<file path="config.mk">
export PLATFORM = sky130hd
export DESIGN_NAME = flag_branch_unit
export DESIGN_NICKNAME = d
export VERILOG_FILES = /design/src/rtl/sayeh_ctrl_pkg.sv /design/src/rtl/flag_branch_unit.sv
export SDC_FILE = /design/constraint.sdc
export NUM_CORES = 1
export LEC_CHECK = 0
export ABC_AREA = 1
export ABC_CLOCK_PERIOD_IN_PS = 7710
export BUFFER_PORTS_ARGS = -buffer_cell sky130_fd_sc_hd__buf_2
export CAP_MARGIN = 40
export CELL_PAD_IN_SITES_DETAIL_PLACEMENT = 2
export CELL_PAD_IN_SITES_GLOBAL_PLACEMENT = 2
export CORE_MARGIN = 1.5
export CORE_UTILIZATION = 32
export CTS_CLUSTER_DIAMETER = 150
export CTS_CLUSTER_SIZE = 12
export DETAILED_ROUTE_END_ITERATION = 6
export HOLD_SLACK_MARGIN = 0.1
export PLACE_DENSITY = 0.91
export SYNTH_ARGS = -nofsm -noshare
export SYNTH_HDL_FRONTEND = slang
export SYNTH_SLANG_ARGS = --single-unit
</file>
<file path="constraint.sdc">
create_clock -name clk -period 7.71 [get_ports clk]
set_clock_uncertainty 0.05 [all_clocks]
set_input_delay 0.771 -clock clk [delete_from_list [all_inputs] [get_ports clk]]
set_output_delay 0.771 -clock clk [all_outputs]
set_load 0.05 [all_outputs]
</file>
<file path="src/rtl/sayeh_ctrl_pkg.sv">
// sayeh_ctrl_pkg: op codes and FSM state encodings shared by the Sayeh controller blocks
package sayeh_ctrl_pkg;
  localparam logic [2:0] OP_BRZ  = 3'b000;
  localparam logic [2:0] OP_BRNZ = 3'b001;
  localparam logic [2:0] OP_BRC  = 3'b010;
  localparam logic [2:0] OP_BRNC = 3'b011;
  localparam logic [2:0] OP_SCF  = 3'b100;
  localparam logic [2:0] OP_CCF  = 3'b101;
  localparam logic [2:0] OP_SZF  = 3'b110;
  localparam logic [2:0] OP_CZF  = 3'b111;
  localparam logic [1:0] ST_IDLE    = 2'd0;
  localparam logic [1:0] ST_SETTLE  = 2'd1;
  localparam logic [1:0] ST_RESOLVE = 2'd2;
  localparam logic [1:0] ST_FLAG    = 2'd3;
endpackage

</file>
<file path="src/rtl/flag_branch_unit.sv">
// flag_branch_unit: resolves C/Z branches (taken, next_pc) and issues C/Z set/reset strobes; in: req/op/pc/offset/srload_pending/cflag/zflag, out: busy/ack/taken/next_pc/strobes
module flag_branch_unit
  import sayeh_ctrl_pkg::*;
#(
  parameter int AW = 16,
  parameter int OW = 8
) (
  input  logic          clk,
  input  logic          rst,
  input  logic          req,
  input  logic [2:0]    op,
  input  logic [AW-1:0] pc,
  input  logic [OW-1:0] offset,
  input  logic          srload_pending,
  input  logic          cflag,
  input  logic          zflag,
  output logic          busy,
  output logic          ack,
  output logic          taken,
  output logic [AW-1:0] next_pc,
  output logic          cset,
  output logic          creset,
  output logic          zset,
  output logic          zreset
);
  logic [1:0] state_q, state_d;
  logic [1:0] op_q, op_d;
  logic [AW-1:0] pc_q, pc_d, next_pc_q, next_pc_d;
  logic [OW-1:0] off_q, off_d;
  logic ack_q, ack_d, taken_q, taken_d;
  logic [3:0] strb_q, strb_d;
  logic cond;
  logic [AW-1:0] target;
  assign cond = (op_q[1] ? cflag : zflag) ^ op_q[0];
  assign target = pc_q + {{(AW-OW){off_q[OW-1]}}, off_q};
  always_comb begin
    state_d = state_q;
    op_d = op_q;
    pc_d = pc_q;
    off_d = off_q;
    next_pc_d = next_pc_q;
    ack_d = 1'b0;
    taken_d = 1'b0;
    strb_d = '0;
    case (state_q)
      ST_IDLE: if (req) begin
        op_d = op[1:0];
        pc_d = pc;
        off_d = offset;
        state_d = op[2] ? ST_FLAG : (srload_pending ? ST_SETTLE : ST_RESOLVE);
      end
      ST_SETTLE: state_d = ST_RESOLVE;
      ST_RESOLVE: begin
        ack_d = 1'b1;
        taken_d = cond;
        next_pc_d = cond ? target : pc_q + AW'(1);
        state_d = ST_IDLE;
      end
      default: if (!srload_pending) begin
        ack_d = 1'b1;
        strb_d = 4'b0001 << op_q;
        state_d = ST_IDLE;
      end
    endcase
  end
  always_ff @(posedge clk) begin
    if (rst) begin
      state_q <= ST_IDLE;
      op_q <= '0;
      pc_q <= '0;
      off_q <= '0;
      next_pc_q <= '0;
      ack_q <= 1'b0;
      taken_q <= 1'b0;
      strb_q <= '0;
    end else begin
      state_q <= state_d;
      op_q <= op_d;
      pc_q <= pc_d;
      off_q <= off_d;
      next_pc_q <= next_pc_d;
      ack_q <= ack_d;
      taken_q <= taken_d;
      strb_q <= strb_d;
    end
  end
  assign busy = state_q != ST_IDLE;
  assign ack = ack_q;
  assign taken = taken_q;
  assign next_pc = next_pc_q;
  assign {zreset, zset, creset, cset} = strb_q;
endmodule

</file>
==> metrics.md, run 1 <==
| Metric | Value |
|---|---|
| Status | finished, final reports clean |
| HP Class | flop to flop |
| Row cnt | 33 |
| Hold-fix buffer count after cts | 0 |
| Clock Path Buffers | 2 |
| Tot Pwr | 636 uW |
| Starting Density | 33.0% |
| Largest net degree at the start of global routing | 29 |
| Max Slew Vio Count | 0 |
| CTS resizes | 0 |
| Distinct cells, synth | 35 |
| Nets | 485 |
| Chip height | 95.0 microns |
| CP Max Fanout | 13 |
| Final setup violation count | 0 |
| Setup TNS | 0 ps |
| Clock sinks | 50 |
| M1 WL | 3.95 mm |
| Post-Synthesis Cells | 393 |
| Final cell count without fillers | 549 |
| Share of cells above drive strength 1 | 20.0% |
| Antenna violations before repair | 0 |
| DRT iter0 DRCs | 55 |
| Max layer used | met4 |
| VDD IR-drop max | 67.4 uV |
| CTS root buf | clkbuf_8 |
| Final worst-path cycle share | 42.8% |
| Peak Freq | 303 MHz |
| Main area contributors after synthesis | dfxtp_1 (37%), nand2_1 (10%), nor2_1 (8.2%), o21ai_0 (7.4%), inv_1 (6.5%) |
| DRT Pass-1 Iters | 4 |
| Power Density | 202 mW/mm^2 |
| Syn_area_per_cell | 6.90 sq um |
| Drt drc | 0 |
| N_diodes | 0 |
| Crit start category | input port |
| Leak | 0.00161 uW |
| Maxcap violations | 0 |
| Port Buffers | 55 |
| Worst Path Arrival | 3470 ps |
| Post-placement cell count | 541 |
| Area of the multi-input gates | 0.00144 sq mm |
| Dominant cell type by area after synthesis | dfxtp_1 |
| Yosys synthesis warning count | 0 |
| Hold depth | 2 |
| Drt wl/cell | 16.5 microns |
| Vias in the first global route | 3,095 |
| Area grow syn2layout | 16.1% |
| Worst skew pair latency | 310 ps |
| Detailed Route WL | 9.06 mm |
| Total area of sequential cells | 0.00100 sq mm |
| Synth top area share | 36.9% |
| Worst-case reg-to-reg path depth | 17 |
| Min cycle time layout | 3300 ps |
| Fillers | 1,006 |
| Synth Register Bits | 50 |
| Total number of vias | 2,848 |
| Unrepaired setup endpoints after global routing | false |
| First-pass GRT wire length | 15.3 mm |
| Die Area | 0.00903 sq mm |
| GRT Total Usage | 22.0% |
| CTS tree | built |
| Final HPWL from detailed placement | 6.97 mm |
| Met2 wire length | 4.63 mm |
| Core area | 0.00822 sq mm |
| Via density | 5.19 |
| Global placement routability congestion | 0.873 |
| Critical Path RT | 7880 ps |
| Met3 wire length | 300 microns |
| Num CTS Buffers | 5 |
| Relative slew margins | 60.0% |
| Worst-Margin Slew | 599 ps |
| IO Count | 56 |
| Critical setup path kind | input port to flop |
| Total congestion overflow | 0 |
| Post-CTS Setup Inserts | 0 |
| Cell Area, Synth | 0.00271 sq mm |
| H-Tree Depth | 2 |
| CP endpoint kind | flop |
| Clock slew at reported path FFs | 100 ps |
| Antenna Nets Post-Route | 0 |
| Register area share after synthesis | 36.9% |
| Syn Nets | 434 |
| Die X | 95.0 microns |
| Endpoints failing hold | 0 |
==> path summary, 6_finish.rpt <==
path	startpoint	end	slack (ps)
min reg2reg	off_q[5]	off_q[5]	420
max	cflag	next_pc[12]	4410
max reg2reg	op_q[1]	next_pc[12]	4560
min	off_q[5]	off_q[5]	420
==> cell usage in the layout (no fill, tap or decap), types with 5 or more instances in the layout <==
cell and n:
nand2_1 75, nor2_1 59, buf_2 55, dfxtp_1 50, inv_1 47, o21ai_0 40, a21oi_1 28, nand4_1 14
nand2_2 11, nand3_1 11, ha_1 7, clkbuf_8 5
==> metrics by stage <==
step	utilization [%]	setup WS [ps]	hold WS [ps]	area, sq um
after CTS	38.2	4370	425	3140
after global routing	38.3	4170	448	3150
after global placement	37.2	4300	400	3060
after floorplan	-	4590	380	2710
final	38.3	4410	419	3150
after detailed placement	37.2	4060	410	3060
==> flip-flops by register name, indices dropped and copies added, names as in the netlist <==
register and count:
ack 1, taken 1, next_pc 16, pc_q 16, state_q 2, off_q 8, strb_q 4, op_q 2
==> per-layer routing <==
metal	vias to the layer above	track usage (%)
met5	-	0
li1	1384	-
met3	19	3.59
met1	1381	26.8
met4	0	7.21
met2	64	39.3
==> kinds of logic after synthesis <==
| logic type | Yosys count | share of synthesized area (%) |
|---|---|---|
| DFF | 50 | 36.9 |
| and+or+nand+nor | 183 | 30.7 |
| adders and majority gates | 8 | 3.97 |
| AOI/OAI and AO/OA | 83 | 16.9 |
| xor gates and xnor gates | 5 | 1.62 |
| buffers and inverters | 64 | 9.88 |
==> critical path: stages <==
cell	delay, ps
buf_2	100
nand2_1	150
nand2_2	100
nand2_4	150
nand2_1	220
or2_2	340
ha_1	210
fa_1	440
a21o_1	200
a21oi_1	230
inv_1	80
nand3_1	120
nand3_1	90
nand2_1	90
nand3_1	60
nand2_1	70
inv_1	40
==> layout make-up <==
| cell class | count | share of cell area, % |
|---|---|---|
| flip-flops and latches | 50 | 31.8 |
| well taps | 105 | 4.17 |
| repair buffers | 59 | 9.70 |
| clock buffers | 5 | 2.19 |
| multi-input cells | 279 | 45.8 |
| inverters | 49 | 5.84 |
| clock inverters | 2 | 0.477 |
==> power by group <==
group	internal [uW]	switching [uW]
Clock	62.3	96.0
Combinational	51.9	127
Sequential	280	18.7
==> Yosys cell counts, drive strengths merged <==
master and number:
nor2 61, o41ai 4, or2 1, o21ai 43, nor4 1, ha 7
nand2 88, nor3b 1, fa 1, clkbuf 9, nand3b 1, a21o 1
a21oi 30, nand3 14, o221ai 3, a41oi 1, xor2 2, dfxtp 50
nor3 2, xnor2 3, nand4 14, buf 6, inv 49, o211ai 1
Power figures use the tool's default switching activity.
==> run 2: changes to the inputs <==
ABC_CLOCK_PERIOD_IN_PS = 3450   (was 7710)
CORE_UTILIZATION = 30   (was 32)
PLACE_DENSITY = 0.87   (was 0.91)
clock period = 3.45 ns   (was 7.71 ns; I/O delays follow)
==> run 2 against run 1 <==
Against the previous run:
- clock power grew 130%
- sequential power rose by 120%
- combinational power is 130% higher
- total power increased by 130%
- global-route usage shrank 2.4 points
- final cell count increased by 0.91%
- critical path depth increased by 2
==> metrics.md, run 2 (same netlist as run 1, synthesis figures left out) <==
| Metric | Value |
|---|---|
| Most frequent cells in the layout | nand2_1 (74), nor2_1 (59), buf_2 (55), dfxtp_1 (50), inv_1 (47) (was nand2_1 (75), nor2_1 (59), buf_2 (55), dfxtp_1 (50), inv_1 (47)) |
| Critical Path RT | 3610 ps (was 7880 ps) |
| Num CTS Buffers | 5 (unchanged) |
| Crit start category | flop (was input port) |
| CTS root buf | clkbuf_8 (unchanged) |
| CP Max Fanout | 13 (unchanged) |
| Via density | 5.06 (was 5.19) |
| Detailed Route WL | 9.07 mm (was 9.06 mm) |
| Hold-fix buffer count after cts | 0 (unchanged) |
| Total number of vias | 2,803 (was 2,848) |
| Combinational power share | 28.1% (about the same) |
| Min cycle time layout | 3110 ps |
| Worst Path Arrival | 3280 ps (was 3470 ps) |
| Internal cell power | 906 uW (was 394 uW) |
| Maxcap violations | 0 (unchanged) |
| Post-Layout Inst Area | 0.00317 sq mm (was 0.00315 sq mm) |
| Die X | 98.0 microns (was 95.0 microns) |
| Final HPWL from detailed placement | 6.83 mm (was 6.97 mm) |
| Final worst-path cycle share | 90.3% |
| Worst-Margin Slew | 755 ps (was 599 ps) |
| Unrepaired setup endpoints after global routing | false (unchanged) |
| Fraction of power consumed by sequential logic | 46.4% (was 47.0%) |
| Status | finished, final reports clean (unchanged) |
| Drt wl/cell | 16.4 microns (was 16.5 microns) |
| Reg2reg setup slack | 340 ps (was 4560 ps) |
| Post-CTS Setup Inserts | 0 (unchanged) |
| Relative slew margins | 49.5% (was 60.0%) |
| Hold depth | 3 (was 2) |
| Clock power frac | 25.6% (was 24.9%) |
| Endpoints failing hold | 0 (unchanged) |
| Core area | 0.00872 sq mm (was 0.00822 sq mm) |
| GRT Total Usage | 19.7% (was 22.0%) |
| DRT iter0 DRCs | 54 (was 55) |
| Hold EP | pc_q[3] (was off_q[5]) |
| Total congestion overflow | 0 (unchanged) |
| Nets | 486 (was 485) |
| Antenna Nets Post-Route | 0 (unchanged) |
| Leak | 0.00163 uW (was 0.00161 uW) |
| DRT Pass-1 Iters | 4 (unchanged) |
| CTS resizes | 0 (unchanged) |
| Clock slew at reported path FFs | 100 ps (about the same) |
| H-Tree Depth | 2 (unchanged) |
| Hold WS | 200 ps (was 419 ps) |
| Starting Density | 31.1% (was 33.0%) |
| Die Area | 0.00961 sq mm (was 0.00903 sq mm) |
| Worst r2r src | op_q[1] (unchanged) |
| Power Density | 454 mW/mm^2 (was 202 mW/mm^2) |
| Largest net degree at the start of global routing | 26 (was 29) |
| Tot Pwr | 1440 uW (was 636 uW) |
| Global placement routability congestion | 0.831 (was 0.873) |
| CTS tree | built (unchanged) |
| Clock sinks | 50 (unchanged) |
| Row cnt | 34 (was 33) |
| IO Count | 56 (unchanged) |
| Port Buffers | 55 (unchanged) |
| Hold path start | pc[3] (was off_q[5]) |
| Share of cells above drive strength 1 | 20.6% (was 20.0%) |
| First-pass GRT wire length | 15.4 mm (was 15.3 mm) |
| Drt drc | 0 (unchanged) |
| CP endpoint kind | flop (unchanged) |
| R2R Path End | next_pc[11] (was next_pc[12]) |
| Critical setup path kind | flop to flop (was input port to flop) |
| VDD IR-drop max | 194 uV (was 67.4 uV) |
| Switching share of power | 37.1% (was 38.0%) |
| Clock Path Buffers | 2 (unchanged) |
| Chip height | 98.0 microns (was 95.0 microns) |
| Area grow syn2layout | 17.0% (was 16.1%) |
| Setup TNS | 0 ps (unchanged) |
| HP Class | input port to flop (was flop to flop) |
| Max Slew Vio Count | 0 (unchanged) |
| Worst skew pair latency | 310 ps (about the same) |
| Switch Pwr | 535 uW (was 242 uW) |
| Most common cell after layout, fill and taps aside | nand2_1 (unchanged) |
| N_diodes | 0 (unchanged) |
| Antenna violations before repair | 0 (unchanged) |
| Worst-case reg-to-reg path depth | 19 (was 17) |
| Vias in the first global route | 3,092 (was 3,095) |
| Peak Freq | 321 MHz |
| Final setup violation count | 0 (unchanged) |
| Placed cell areas | 0.00307 sq mm (was 0.00306 sq mm) |
## run 2: cell count changes in the layout (fill, tap and decap cells not counted)
cell	previous run	this run
nand2_2	11	12
nand2_1	75	74
clkinvlp_4	2	1
buf_4	4	5
clkinv_2	0	1
clkbuf_8	5	6
## run 2: worst max-delay path by stage
stage,slack [ps],cells after the start,endpoint,startpoint
finish,340,19,next_pc[11],op_q[1]
global route,30,19,next_pc[11],op_q[1]
CTS,200,20,next_pc[11],op_q[1]
detailed placement,260,17,next_pc[12],cflag
global placement,450,17,next_pc[12],cflag
floorplan,750,17,next_pc[12],cflag
## run 2: per-layer routing
metal / track usage [%] / share of wire, % / up-vias / wire length (microns)
li1: - / - / 1382 / -
met1: 24.2 / 44 / 1359 / 3990
met2: 36.2 / 52 / 49 / 4710
met3: 2.58 / 2.8 / 13 / 256
met4: 4.62 / 1.3 / 0 / 119
met5: 0 / 0 / - / 0
## run 2: power by group through the flow
stage	combinational [uW]	clock [uW]	sequential [uW]
6_report	404	369	668
5_1_grt	447	398	675
4_1_cts	406	378	668
3_5_place_dp	398	0	681
3_3_place_gp	382	0	676
2_1_floorplan	229	0	730
## run 2: worst max-delay path, stage by stage (launching register included)
cell	delay, ps
dfxtp_1	370
inv_1	110
nand2_4	100
nand3_4	180
nand2_2	260
nor2_1	80
ha_1	370
nand3_1	110
nand2_1	90
inv_1	70
o21ai_0	330
nand2_1	190
nand2_1	170
nand2_1	80
nand2_1	110
a21oi_2	80
nand2_1	70
nand2_1	50
nor2_1	100
nor2_1	50
## run 2: per-stage QoR
stage / utilization (%) / instances / worst slack (ps)
2_1_floorplan: - / 393 / 754
3_3_place_gp: 35.3 / 546 / 452
3_5_place_dp: 35.3 / 546 / 259
4_1_cts: 36.3 / 554 / 204
5_1_grt: 36.4 / 554 / 33.8
6_report: 36.4 / 554 / 335
## run 2: layout make-up
class	count	area [sq um]
fillers	1074	5550
multi-input cells	279	1440
flip-flops and latches	50	1000
repair buffers	60	313
inverters	49	184
well taps	108	135
clock buffers	6	82.6
clock inverters	2	12.5
